<file path="config.mk">
export PLATFORM = sky130hd
export DESIGN_NAME = uart_tx_arbiter_flat
export DESIGN_NICKNAME = d
export VERILOG_FILES = /design/src/rtl/echo_pkg.sv /design/src/rtl/uart_tx_arbiter_if.sv /design/src/rtl/rr_pick.sv /design/src/rtl/uart_tx_arbiter.sv /design/src/flat_wrapper.sv
export SDC_FILE = /design/constraint.sdc
export NUM_CORES = 1
export LEC_CHECK = 0
export BUFFER_PORTS_ARGS = -buffer_cell sky130_fd_sc_hd__buf_2
export CORE_ASPECT_RATIO = 0.5
export CORE_UTILIZATION = 35
export DETAILED_ROUTE_END_ITERATION = 10
export PLACE_DENSITY = 0.62
export SLEW_MARGIN = 10
export SYNTH_ARGS = -nofsm -noshare
export SYNTH_HDL_FRONTEND = slang
export SYNTH_HIERARCHICAL = 1
export SYNTH_SLANG_ARGS = --single-unit
</file>
<file path="constraint.sdc">
create_clock -name clk -period 1.8 [get_ports clk]
set_input_delay 0 -clock clk [delete_from_list [all_inputs] [get_ports clk]]
set_output_delay 0 -clock clk [all_outputs]
set_load 0.02 [all_outputs]
</file>
<file path="src/rtl/echo_pkg.sv">
// Shared definitions for the UART transmit arbiter and the units that feed it.
package echo_pkg;

  // Arbiter FSM states.
  typedef enum logic [2:0] {
    IDLE,
    WAIT_RDY,
    ACCEPT,
    ACK,
    HOLD
  } state_t;

  // Default build: four requesters, 255-cycle handshake timeout.
  localparam int NUM_REQ_DEF = 4;
  localparam int TIMEOUT_DEF = 255;

  // Byte tag carried in the LSB of sonar packet bytes.
  localparam logic TAG_DISTANCE = 1'b0;
  localparam logic TAG_ANGLE    = 1'b1;

endpackage

</file>
<file path="src/rtl/uart_tx_arbiter_if.sv">
// Requester and transmitter signals of the UART transmit arbiter.
//
// Handshake: a requester raises req[i] with req_data/req_last stable and
// holds it until it sees ack[i] high at a clock edge; from the following
// cycle it either drops req[i] or presents its next byte. On the transmitter
// side, data_wen low for one cycle writes data, and the transmitter signals
// that it took the byte by pulling tx_rdy low.
interface uart_tx_arbiter_if
  import echo_pkg::*;
#(
  parameter int NUM_REQ = NUM_REQ_DEF
);
  logic [NUM_REQ-1:0]   req;
  logic [NUM_REQ-1:0]   req_last;
  logic [8*NUM_REQ-1:0] req_data;
  logic [NUM_REQ-1:0]   ack;
  logic                 tx_rdy;
  logic                 data_wen;
  logic [7:0]           data;
  logic                 busy;
  logic                 timeout_err;
  state_t               dbg_state;

  modport master (
    output req, req_last, req_data, tx_rdy,
    input  ack, data_wen, data, busy, timeout_err, dbg_state
  );

  modport slave (
    input  req, req_last, req_data, tx_rdy,
    output ack, data_wen, data, busy, timeout_err, dbg_state
  );
endinterface

</file>
<file path="src/rtl/rr_pick.sv">
// Combinational round-robin search: first set request at or after ptr,
// wrapping from N-1 back to 0.
module rr_pick #(
  parameter int N  = 4,
  parameter int IW = $clog2(N)
) (
  input  logic [N-1:0]  req,
  input  logic [IW-1:0] ptr,
  output logic          found,
  output logic [IW-1:0] idx
);

  // Walk N candidates starting at ptr; the first hit wins.
  always_comb begin
    int            j;
    logic [IW-1:0] j_idx;
    found = 1'b0;
    idx   = '0;
    j     = 0;
    j_idx = '0;
    for (int k = 0; k < N; k++) begin
      j = int'(ptr) + k;
      if (j >= N) j = j - N;
      j_idx = IW'(j);
      if (!found && req[j_idx]) begin
        found = 1'b1;
        idx   = j_idx;
      end
    end
  end

endmodule

</file>
<file path="src/rtl/uart_tx_arbiter.sv">
// Round-robin arbiter sharing one UART transmitter between NUM_REQ byte
// sources, with a packet lock that keeps multi-byte messages contiguous.
module uart_tx_arbiter
  import echo_pkg::*;
#(
  parameter int NUM_REQ = NUM_REQ_DEF,
  parameter int TIMEOUT = TIMEOUT_DEF
) (
  input logic              clk,
  input logic              rst,
  uart_tx_arbiter_if.slave bus
);

  localparam int IW = $clog2(NUM_REQ);
  localparam int CW = $clog2(TIMEOUT + 1);
  localparam logic [CW-1:0] CNT_MAX = CW'(TIMEOUT);
  localparam logic [IW-1:0] IDX_MAX = IW'(NUM_REQ - 1);

  state_t state, state_next;

  logic [IW-1:0]      ptr_q, ptr_d, grant_q, grant_d, grant_inc, pick_idx;
  logic               pick_found;
  logic [CW-1:0]      cnt_q, cnt_d, cnt_inc;
  logic               cnt_hit;
  logic               last_q, last_d;
  logic [7:0]         data_q, data_d;
  logic               data_wen_q, data_wen_d;
  logic [NUM_REQ-1:0] ack_q, ack_d;
  logic               busy_q, busy_d;
  logic               err_q, err_d;
  logic               req_g;
  logic [7:0]         byte_of [NUM_REQ];

  for (genvar g = 0; g < NUM_REQ; g++) begin : g_bytes
    assign byte_of[g] = bus.req_data[8*g +: 8];
  end

  rr_pick #(.N(NUM_REQ), .IW(IW)) u_pick (
    .req   (bus.req),
    .ptr   (ptr_q),
    .found (pick_found),
    .idx   (pick_idx)
  );

  // The pointer advance wraps at NUM_REQ, which need not be a power of two.
  assign grant_inc = (grant_q == IDX_MAX) ? '0 : grant_q + IW'(1);
  // Saturating count; a hit means this cycle completes TIMEOUT waits.
  assign cnt_inc   = (cnt_q == CNT_MAX) ? cnt_q : cnt_q + CW'(1);
  assign cnt_hit   = (cnt_inc == CNT_MAX);
  assign req_g     = bus.req[grant_q];

  // State register plus every registered output; reset abandons any byte.
  always_ff @(posedge clk or posedge rst) begin
    if (rst) begin
      state      <= IDLE;
      ptr_q      <= '0;
      grant_q    <= '0;
      cnt_q      <= '0;
      last_q     <= 1'b0;
      data_q     <= '0;
      data_wen_q <= 1'b1;
      ack_q      <= '0;
      busy_q     <= 1'b0;
      err_q      <= 1'b0;
    end else begin
      state      <= state_next;
      ptr_q      <= ptr_d;
      grant_q    <= grant_d;
      cnt_q      <= cnt_d;
      last_q     <= last_d;
      data_q     <= data_d;
      data_wen_q <= data_wen_d;
      ack_q      <= ack_d;
      busy_q     <= busy_d;
      err_q      <= err_d;
    end
  end

  // Next-state decision.
  always_comb begin
    state_next = state;
    case (state)
      IDLE:     if (pick_found) state_next = WAIT_RDY;
      WAIT_RDY: if (bus.tx_rdy) state_next = ACCEPT;
      ACCEPT:   if (!bus.tx_rdy || cnt_hit) state_next = ACK;
      ACK:      state_next = last_q ? IDLE : HOLD;
      HOLD: begin
        if (req_g)        state_next = WAIT_RDY;
        else if (cnt_hit) state_next = IDLE;
      end
      default:  state_next = IDLE;
    endcase
  end

  // Next values of the datapath and output registers.
  always_comb begin
    ptr_d      = ptr_q;
    grant_d    = grant_q;
    cnt_d      = cnt_q;
    last_d     = last_q;
    data_d     = data_q;
    data_wen_d = 1'b1;
    err_d      = 1'b0;
    busy_d     = (state_next != IDLE);
    ack_d      = (state_next == ACK) ? (NUM_REQ'(1) << grant_q) : '0;
    case (state)
      IDLE: if (pick_found) grant_d = pick_idx;
      WAIT_RDY: begin
        if (bus.tx_rdy) begin
          data_d     = byte_of[grant_q];
          last_d     = bus.req_last[grant_q];
          data_wen_d = 1'b0;
          cnt_d      = '0;
        end
      end
      ACCEPT: begin
        // Transmitter never took the byte: drop it and release any lock.
        if (bus.tx_rdy) begin
          cnt_d = cnt_inc;
          if (cnt_hit) begin
            err_d  = 1'b1;
            last_d = 1'b1;
          end
        end
      end
      ACK: begin
        if (last_q) ptr_d = grant_inc;
        else        cnt_d = '0;
      end
      HOLD: begin
        // Locked requester went quiet: give up the lock.
        if (!req_g) begin
          cnt_d = cnt_inc;
          if (cnt_hit) begin
            err_d = 1'b1;
            ptr_d = grant_inc;
          end
        end
      end
      default: ;
    endcase
  end

  assign bus.data        = data_q;
  assign bus.data_wen    = data_wen_q;
  assign bus.ack         = ack_q;
  assign bus.busy        = busy_q;
  assign bus.timeout_err = err_q;
  assign bus.dbg_state   = state;

endmodule

</file>
<file path="src/flat_wrapper.sv">
// flat-port wrapper written by rule: the top's interface ports become plain ports
module uart_tx_arbiter_flat import echo_pkg::*;
#(
  parameter int NUM_REQ = NUM_REQ_DEF,
  parameter int TIMEOUT = TIMEOUT_DEF
)
  (clk, rst, bus_req, bus_req_last, bus_req_data, bus_tx_rdy, bus_ack, bus_data_wen, bus_data, bus_busy, bus_timeout_err, bus_dbg_state);
  uart_tx_arbiter_if #(.NUM_REQ(NUM_REQ)) bus_i ();
  input logic clk;
  input logic rst;
  input wire logic [$bits(bus_i.req)-1:0] bus_req;
  input wire logic [$bits(bus_i.req_last)-1:0] bus_req_last;
  input wire logic [$bits(bus_i.req_data)-1:0] bus_req_data;
  input wire logic [$bits(bus_i.tx_rdy)-1:0] bus_tx_rdy;
  output wire logic [$bits(bus_i.ack)-1:0] bus_ack;
  output wire logic [$bits(bus_i.data_wen)-1:0] bus_data_wen;
  output wire logic [$bits(bus_i.data)-1:0] bus_data;
  output wire logic [$bits(bus_i.busy)-1:0] bus_busy;
  output wire logic [$bits(bus_i.timeout_err)-1:0] bus_timeout_err;
  output wire logic [$bits(bus_i.dbg_state)-1:0] bus_dbg_state;
  assign bus_i.req = bus_req;
  assign bus_i.req_last = bus_req_last;
  assign bus_i.req_data = bus_req_data;
  assign bus_i.tx_rdy = bus_tx_rdy;
  assign bus_ack = bus_i.ack;
  assign bus_data_wen = bus_i.data_wen;
  assign bus_data = bus_i.data;
  assign bus_busy = bus_i.busy;
  assign bus_timeout_err = bus_i.timeout_err;
  assign bus_dbg_state = bus_i.dbg_state;
  uart_tx_arbiter #(.NUM_REQ(NUM_REQ), .TIMEOUT(TIMEOUT)) u_core (.clk(clk), .rst(rst), .bus(bus_i));
endmodule
</file>
==> results of run 1 <==
cell usage in the layout (no fill, tap or decap), types with 2 or more instances in the layout:
cell type	n
clkbuf_16	5
dfrtp_1	30
nand3_1	4
a21oi_1	7
o211ai_1	4
a21oi_2	4
nor2b_1	3
buf_2	60
mux2_2	12
a22oi_1	3
nor2_1	11
buf_4	20
a31oi_1	2
o21ai_0	11
mux4_2	9
nor2_2	2
and3_1	2
nand2b_1	4
nand4_1	2
mux2i_1	3
o21a_1	2
nor3b_1	2
o22a_1	2
inv_1	16
dlygate4sd3_1	2
nand2_1	13
ha_1	4
a21o_1	2
inv_2	2
buf_6	2
cell type report:
cell class	count	area, sq um
clock inverter	1	5.00
inverter	18	67.6
timing repair buffer	84	493
tap	70	87.6
multi-input combinational	136	1180
fill	450	2430
clock buffer	7	143
sequential	31	777
worst max-delay path, cell delays in order, from the launching register on:
cell and delay, ns:
dfrtp_1 0.40, ha_4 0.19, buf_6 0.12, nand2_1 0.04
a311oi_1 0.08, a2111o_1 0.34, a31oi_2 0.23, mux2_2 0.36
power by group through the flow:
stage	logic, mW	clock network (mW)	registers [mW]
floorplan	1.03	0	1.24
global placement	1.66	0	1.09
detailed placement	1.69	0	1.10
CTS	1.71	0.860	1.10
global route	1.94	0.882	1.14
finish	1.75	0.842	1.10
path summary, 6_finish.rpt:
kind	cells after the start	startpoint	endpoint
min in group asynchronous	4	rst	u_core/bus.data[1]
max in group asynchronous	4	rst	u_core/bus.data_wen
setup reg to reg	7	u_core/cnt_q[1]	u_core/ptr_q[1]
hold reg to reg	1	u_core/bus.data[5]	u_core/bus.data[5]
setup / recovery	7	u_core/cnt_q[1]	u_core/ptr_q[1]
hold / removal	5	bus_req[3]	u_core/grant_q[1]
stage by stage:
stage	area, sq um	setup TNS, ns	instances	utilization	hold WS, ns
global route	2750	-0.644	347	0.532	0.168
CTS	2660	-0.119	346	0.513	0.122
detailed placement	2450	-0.461	333	0.473	0.100
global placement	2450	-0.161	333	0.473	0.102
finish	2750	-0.202	347	0.532	0.140
floorplan	1990	-0.190	195	-	0.103
logic make-up (layout without fill, tap and decap cells):
family	after synthesis	after routing	synth area share
adder cells (fa/ha/maj)	5	5	0.0317
AO/OA/AOI/OAI	54	54	0.188
buffers and inverters	28	110	0.0627
flip-flops	31	31	0.393
multiplexers	24	24	0.186
AND/OR/NAND/NOR	53	53	0.138
per-layer routing:
layer  vias to the layer above  wire length (um)
li1                        891                 -
met1                       898              2270
met2                        54              2230
met3                         9               369
met4                         0                62
met5                         -                 0
flip-flops by register name, indices dropped and copies added, names as in the netlist:
register	flops
u_core/bus.data_wen	1
u_core/bus.data	8
u_core/bus.busy	1
u_core/bus.timeout_err	1
u_core/ptr_q	2
u_core/grant_q	2
u_core/cnt_q	8
u_core/bus.dbg_state	3
u_core/bus.ack	4
u_core/last_q	1
timing repair:
item                       CTS  global route
pin swaps                    3             5
setup endpoints to repair    7            12
setup buffers                3             1
hold buffers                 2             0
hold endpoints to repair    34             0
resized for setup            3            18
==> metrics.md, run 1 <==
| Metric | Value |
|---|---|
| Met2 global-route usage | 0.309 |
| Drt first pass iters | 4 |
| GP Congestion | 0.899 |
| Seq pwr share | 0.298 |
| Unique cell type count in the Yosys netlist | 50 |
| Clock Skew | 0.00398 ns |
| Clock Power Share | 0.228 |
| Die ar. | approximately 6000 sq um |
| Sw frac | 0.376 |
| CTS tree | yes |
| Met1 Usage GRT | 0.223 |
| Violated checks | setup timing |
| GR Overflow Total | 0 |
| First-pass GRT wire length | 8160 um |
| Synth Area per Inst | roughly 10 sq um |
| Cell taking the most area after synthesis | dfrtp_1 |
| Met3 Use GR | 0.0504 |
| Total GRT Usage | 0.182 |
| Worst skew pair latency | 0.28 ns |
| Final wirelength | 4930 um |
| DR vias | about 1,900 |
| Vias per inst | 5.34 |
| CTS HTree Levels | 2 |
| WP data arrival | 2.04 ns |
| Worst Setup Path Type | flip-flop to flip-flop |
| Final critical-path share of the clock period | 1.04 |
| Count leader, synth | dfrtp_1 |
| Power Total | 3.69 mW |
| Core Area | ~5200 sq um |
| Status | complete, but fails checks |
| Root Buffer | clkbuf_16 |
| Antenna-violating nets left | 0 |
| Detailed Route Iter0 Violations | 83 |
| Pre-CTS WS | -0.136 ns |
| Max-slew headroom | 0.691 |
| Port buffer count | 60 |
| Ant diodes | 0 |
| Die Wd | 108 um |
| Setup violators final | 4 |
| Gr busiest metal | met2 |
| Worst Hold Class | input pin to flip-flop |
| Net count, final | 324 |
| TritonCTS Buffers | 5 |
| Share of the synthesized area in the top cell type | 0.380 |
| Ys Warns | 6 |
| Io pins | 61 |
| Share of layout cells above drive strength 1 | 0.477 |
| Sequential area share after synthesis | 0.393 |
| Layout area overhead | 39.4% |
| Syn Std Cell Area | 1980 sq um |
| DR WL/cell | 14.2 um |
| Worst-Margin Slew | 0.461 ns |
| Fin crit period | 1.88 ns |
| Cells after synthesis | 195 |
| Detail Placement HPWL | 3690 um |
| Prevailing post-synth register cell | dfrtp_1 |
| Lkg Pwr | 1.24 nW |
| Async set or reset register ratio after synthesis | 1.00 |
| Pwr/cell area | 1340 nW/um^2 |
| Longest Clk Path Bufs | 2 |
| Flop and latch count out of synthesis | 31 |
| Die Ht | around 55 um |
| Row count | 18 |
| Critical-path maximum fanout | 5 |
| Top post-synthesis cells by count | dfrtp_1, inv_1, nand2_1, nor2_1 |
| Startpoint type of the worst setup path | flip-flop |
| Maximum Capacitance Violations | 0 |
| Setup ws final | -0.0798 ns |
| Largest net degree at the start of global routing | 32 |
| Final Hold Vio Count | 0 |
| R2r setup slk | -0.08 ns |
| Fmax | 532 MHz |
| Int Pwr | 2.30 mW |
| WP data required | 1.96 ns |
| Clock slew at reported path FFs | 0.05 ns |
| Slew Limit Fails | 0 |
| EDFF count, synth | 0 |
| Net switching power | about 1.4 mW |
| Initial antenna violation count | 0 |
| Clock sink total | 31 |
| DRC viols | 0 |
| Peak VDD IR | approximately 550 uV |
| Area contributors post-synth | dfrtp_1, mux4_2, mux2_2 |
| Comb pwr share | 0.473 |
| Syn_nets | 243 |
| Initial Util | 0.381 |
| Critical path capture point type | flip-flop |
| RSZ-0062 raised after global routing | yes |
| Vias in the first global route | approximately 1,800 |
Note: power is estimated with default switching activity, not from simulation.
==> run 2: changes to the inputs <==
Settings changed: PLACE_DENSITY 0.62 to 0.63, SYNTH_HIERARCHICAL 1 to unset.
==> run 2 against run 1 <==
Effect of this change: the run still ends with setup timing left; setup slack got worse by 0.039 ns; total power increased by 0.80%; first-iteration DRC count increased by 12%; sequential share of layout area increased by 1.4 points; sequential power decreased by 4%; via count decreased by 4.9%; synthesized area decreased by 4.1%; non-clock buffer count increased by 3; die area decreased by 4.0%; fmax decreased by 2.0%.
==> metrics.md, run 2 <==
| Metric | Value |
|---|---|
| Vias in the first global route | 1,700 (-5.0%) |
| CTS HTree Levels | 2 (unchanged) |
| Setup violators final | 11 (+7) |
| Fmax | 521 MHz (-2.0%) |
| GR Overflow Total | 0 (unchanged) |
| Total GRT Usage | 0.176 (-0.00582) |
| Root Buffer | clkbuf_8 |
| Longest Clk Path Bufs | 2 (unchanged) |
| TritonCTS Buffers | 5 (unchanged) |
| DRC viols | 0 (unchanged) |
| Die Wd | 106 um (-2.0%) |
| Critical Path Max Stage Delay | 0.41 ns (about the same) |
| Critical path capture point type | flip-flop |
| Sequential area share after synthesis | 0.410 (+0.0169) |
| Largest net degree at the start of global routing | 32 (unchanged) |
| Startpoint type of the worst setup path | flip-flop |
| Final Hold Vio Count | 0 (unchanged) |
| GP Congestion | 0.812 (-9.7%) |
| Drt first pass iters | 4 (unchanged) |
| Detail Placement HPWL | 3560 um (-3.5%) |
| Slew Limit Fails | 0 (unchanged) |
| Vias per inst | 5.03 (-5.7%) |
| Fin crit period | 1.92 ns (+0.0385 ns) |
| Clock sink total | 31 (unchanged) |
| Port buffer count | 60 (unchanged) |
| Top post-synthesis cells by count | nand2_1, dfrtp_1, nor2_1, a21oi_1, mux4_2 |
| Lkg Pwr | 1.32 nW (+6.0%) |
| Final wirelength | 4780 um (-3.0%) |
| WP data required | 1.96 ns (about the same) |
| Clock Skew | 0.00390 ns (-0.0000742 ns) |
| Critical path endpoint | u_core.bus.busy |
| RSZ-0062 raised after global routing | yes |
| Clock slew at reported path FFs | 0.07 ns (+0.02 ns) |
| Unique cell type count in the Yosys netlist | 50 (unchanged) |
| Max-slew headroom | 0.701 (+0.00987) |
| R2r setup slk | -0.12 ns (-0.04 ns) |
| Critical-path maximum fanout | 4 (-1) |
| Row count | 18 (unchanged) |
| Ant diodes | 0 (unchanged) |
| Initial Util | 0.374 (-0.00757) |
| Count leader, synth | nand2_1 |
| Final critical-path share of the clock period | 1.07 (+0.0214) |
| Worst skew pair latency | 0.28 ns (about the same) |
| CP Launch Point | u_core.cnt_q[0] |
| Net count, final | 327 (+0.93%) |
| Layout area overhead | 38.6% |
| Worst Setup Path Type | flip-flop to flip-flop |
| Area contributors post-synth | dfrtp_1, mux4_2, nand2_1 |
| Cell taking the most area after synthesis | dfrtp_1 |
| Worst-Margin Slew | 0.444 ns (-0.0171 ns) |
| DR vias | 1,762 (-4.9%) |
| CP cell instances | ha_4 > and4_4 > or3b_4 > a21oi_4 > nand2_2 > a2111o_1 |
| Flop and latch count out of synthesis | 31 (unchanged) |
| Hold depth | 3 (-2) |
| EDFF count, synth | 0 (unchanged) |
| Async set or reset register ratio after synthesis | 1.00 (unchanged) |
| Prevailing post-synth register cell | dfrtp_1 |
| Syn_nets | 242 (-0.41%) |
| Share of the synthesized area in the top cell type | 0.396 (+0.0163) |
| Die ar. | 5730 sq um (-4.0%) |
| Antenna-violating nets left | 0 (unchanged) |
| Worst reg2reg path startpoint | u_core.cnt_q[0] |
| Io pins | 61 (unchanged) |
| Crit path max-delay cell type | dfrtp_1 |
| Reg2Reg Depth | 6 (-1) |
| Setup TNS | -0.589 ns (-0.388 ns) |
| Worst reg2reg endpoint | u_core.bus.busy |
| First-pass GRT wire length | 7670 um (-6.0%) |
| Pwr/cell area | 1420 nW/um^2 (+5.7%) |
| Violated checks | setup timing |
| Synth Area per Inst | 9.76 sq um (-3.6%) |
| Setup ws final | -0.118 ns (-0.0385 ns) |
| Initial antenna violation count | 0 (unchanged) |
| Power Total | 3.72 mW (+0.80%) |
| CTS tree | yes |
| Worst Hold Class | input pin to flip-flop |
| WP data arrival | 2.08 ns (+0.04 ns) |
| Most common cell after layout, fill and taps aside | buf_2 |
| Peak VDD IR | 561 uV (+1.1%) |
| Core Area | 5070 sq um (-2.2%) |
| Cells after synthesis | 194 (-0.51%) |
| Ys Warns | 0 (-6) |
| Maximum Capacitance Violations | 0 (unchanged) |
| DR WL/cell | 13.7 um (-3.8%) |
| Fillers | 480 (+6.7%) |
| Syn Std Cell Area | 1890 sq um (-4.1%) |
| Detailed Route Iter0 Violations | 93 (+12%) |
| Share of layout cells above drive strength 1 | 0.450 (-0.0265) |
| Status | complete, but fails checks |
| Most frequent cells in the layout | buf_2, nand2_1, dfrtp_1 |
| Die Ht | 54.0 um (-2.0%) |
## run 2: changes by cell type after synthesis, moves of 4 or more
cell,before,now
mux2_2,12,2
nor2_1,13,20
a22oi_1,4,0
inv_1,16,8
o21ai_0,12,4
o211ai_1,4,0
nand2_1,13,37
## run 2: worst min-delay path by stage
stage                     startpoint           endpoint  slack, ns
final                     bus_req[3]  u_core.grant_q[1]        0.1
after global placement           rst    u_core.cnt_q[5]       0.10
after floorplan                  rst  u_core.bus.ack[0]       0.10
after global routing      bus_req[3]  u_core.grant_q[1]       0.12
after detailed placement         rst    u_core.cnt_q[6]       0.11
after CTS                 bus_req[1]  u_core.grant_q[1]       0.09
## run 2: final cells by class
| type | count | area [sq um] | share of cell area |
|---|---|---|---|
| Inverter | 8 | 30.0 | 0.0114 |
| Tap cell | 70 | 87.6 | 0.0334 |
| Multi-Input combinational cell | 146 | 1090 | 0.417 |
| Clock inverter | 2 | 35.0 | 0.0133 |
| Timing Repair Buffer | 87 | 517 | 0.197 |
| Sequential cell | 31 | 778 | 0.296 |
| Clock buffer | 6 | 82.6 | 0.0315 |
## run 2: kinds of logic (layout without fill, tap and decap cells)
kind of cell / Yosys count / in the layout / share of synthesized area
buffers and inverters: 17 / 103 / 0.0462
and+or+nand+nor: 85 / 85 / 0.215
DFF: 31 / 31 / 0.410
adders and majority gates: 6 / 6 / 0.0383
AOI/OAI and AO/OA: 42 / 42 / 0.154
muxes: 13 / 13 / 0.136
## run 2: power breakdown
group	internal, mW	switching [mW]
registers	0.908	0.154
logic	0.907	1.03
clock network	0.448	0.272
## run 2: layer usage
layer / up-vias / track usage / wire (um) / share of wire
met5: - / 0 / 0 / 0
met4: 0 / 0.0602 / 52 / 0.011
met3: 4 / 0.0436 / 176 / 0.037
met2: 35 / 0.318 / 2400 / 0.50
met1: 855 / 0.212 / 2150 / 0.45
li1: 868 / - / - / -
## run 2: critical path: cells and delay by family, from the launching register on
kind | cells | cell delay (ns)
flip-flops | 1 | 0.41
AND/OR/NAND/NOR | 3 | 0.64
AO/OA/AOI/OAI | 2 | 0.56
adder cells (fa/ha/maj) | 1 | 0.18
## run 2: timing repair
action                                  CTS  global route
pin swaps                                 3            10
gates resized for setup                   5            12
hold endpoints to repair                 30             0
hold buffers                              1             0
endpoints found under the setup margin   13            17
buffers inserted                          2             6
## run 2: through the flow
stage               cells  instance area (sq um)  hold WS (ns)  setup WS (ns)  utilization
floorplan             194                   1910         0.103         -0.226            -
detailed placement    333                   2370         0.108         -0.151        0.469
CTS                   344                   2540        0.0906         -0.134        0.501
finish                350                   2630        0.0997         -0.118        0.518
global placement      333                   2370         0.102        -0.0970        0.469
global route          350                   2630         0.120         -0.182        0.518
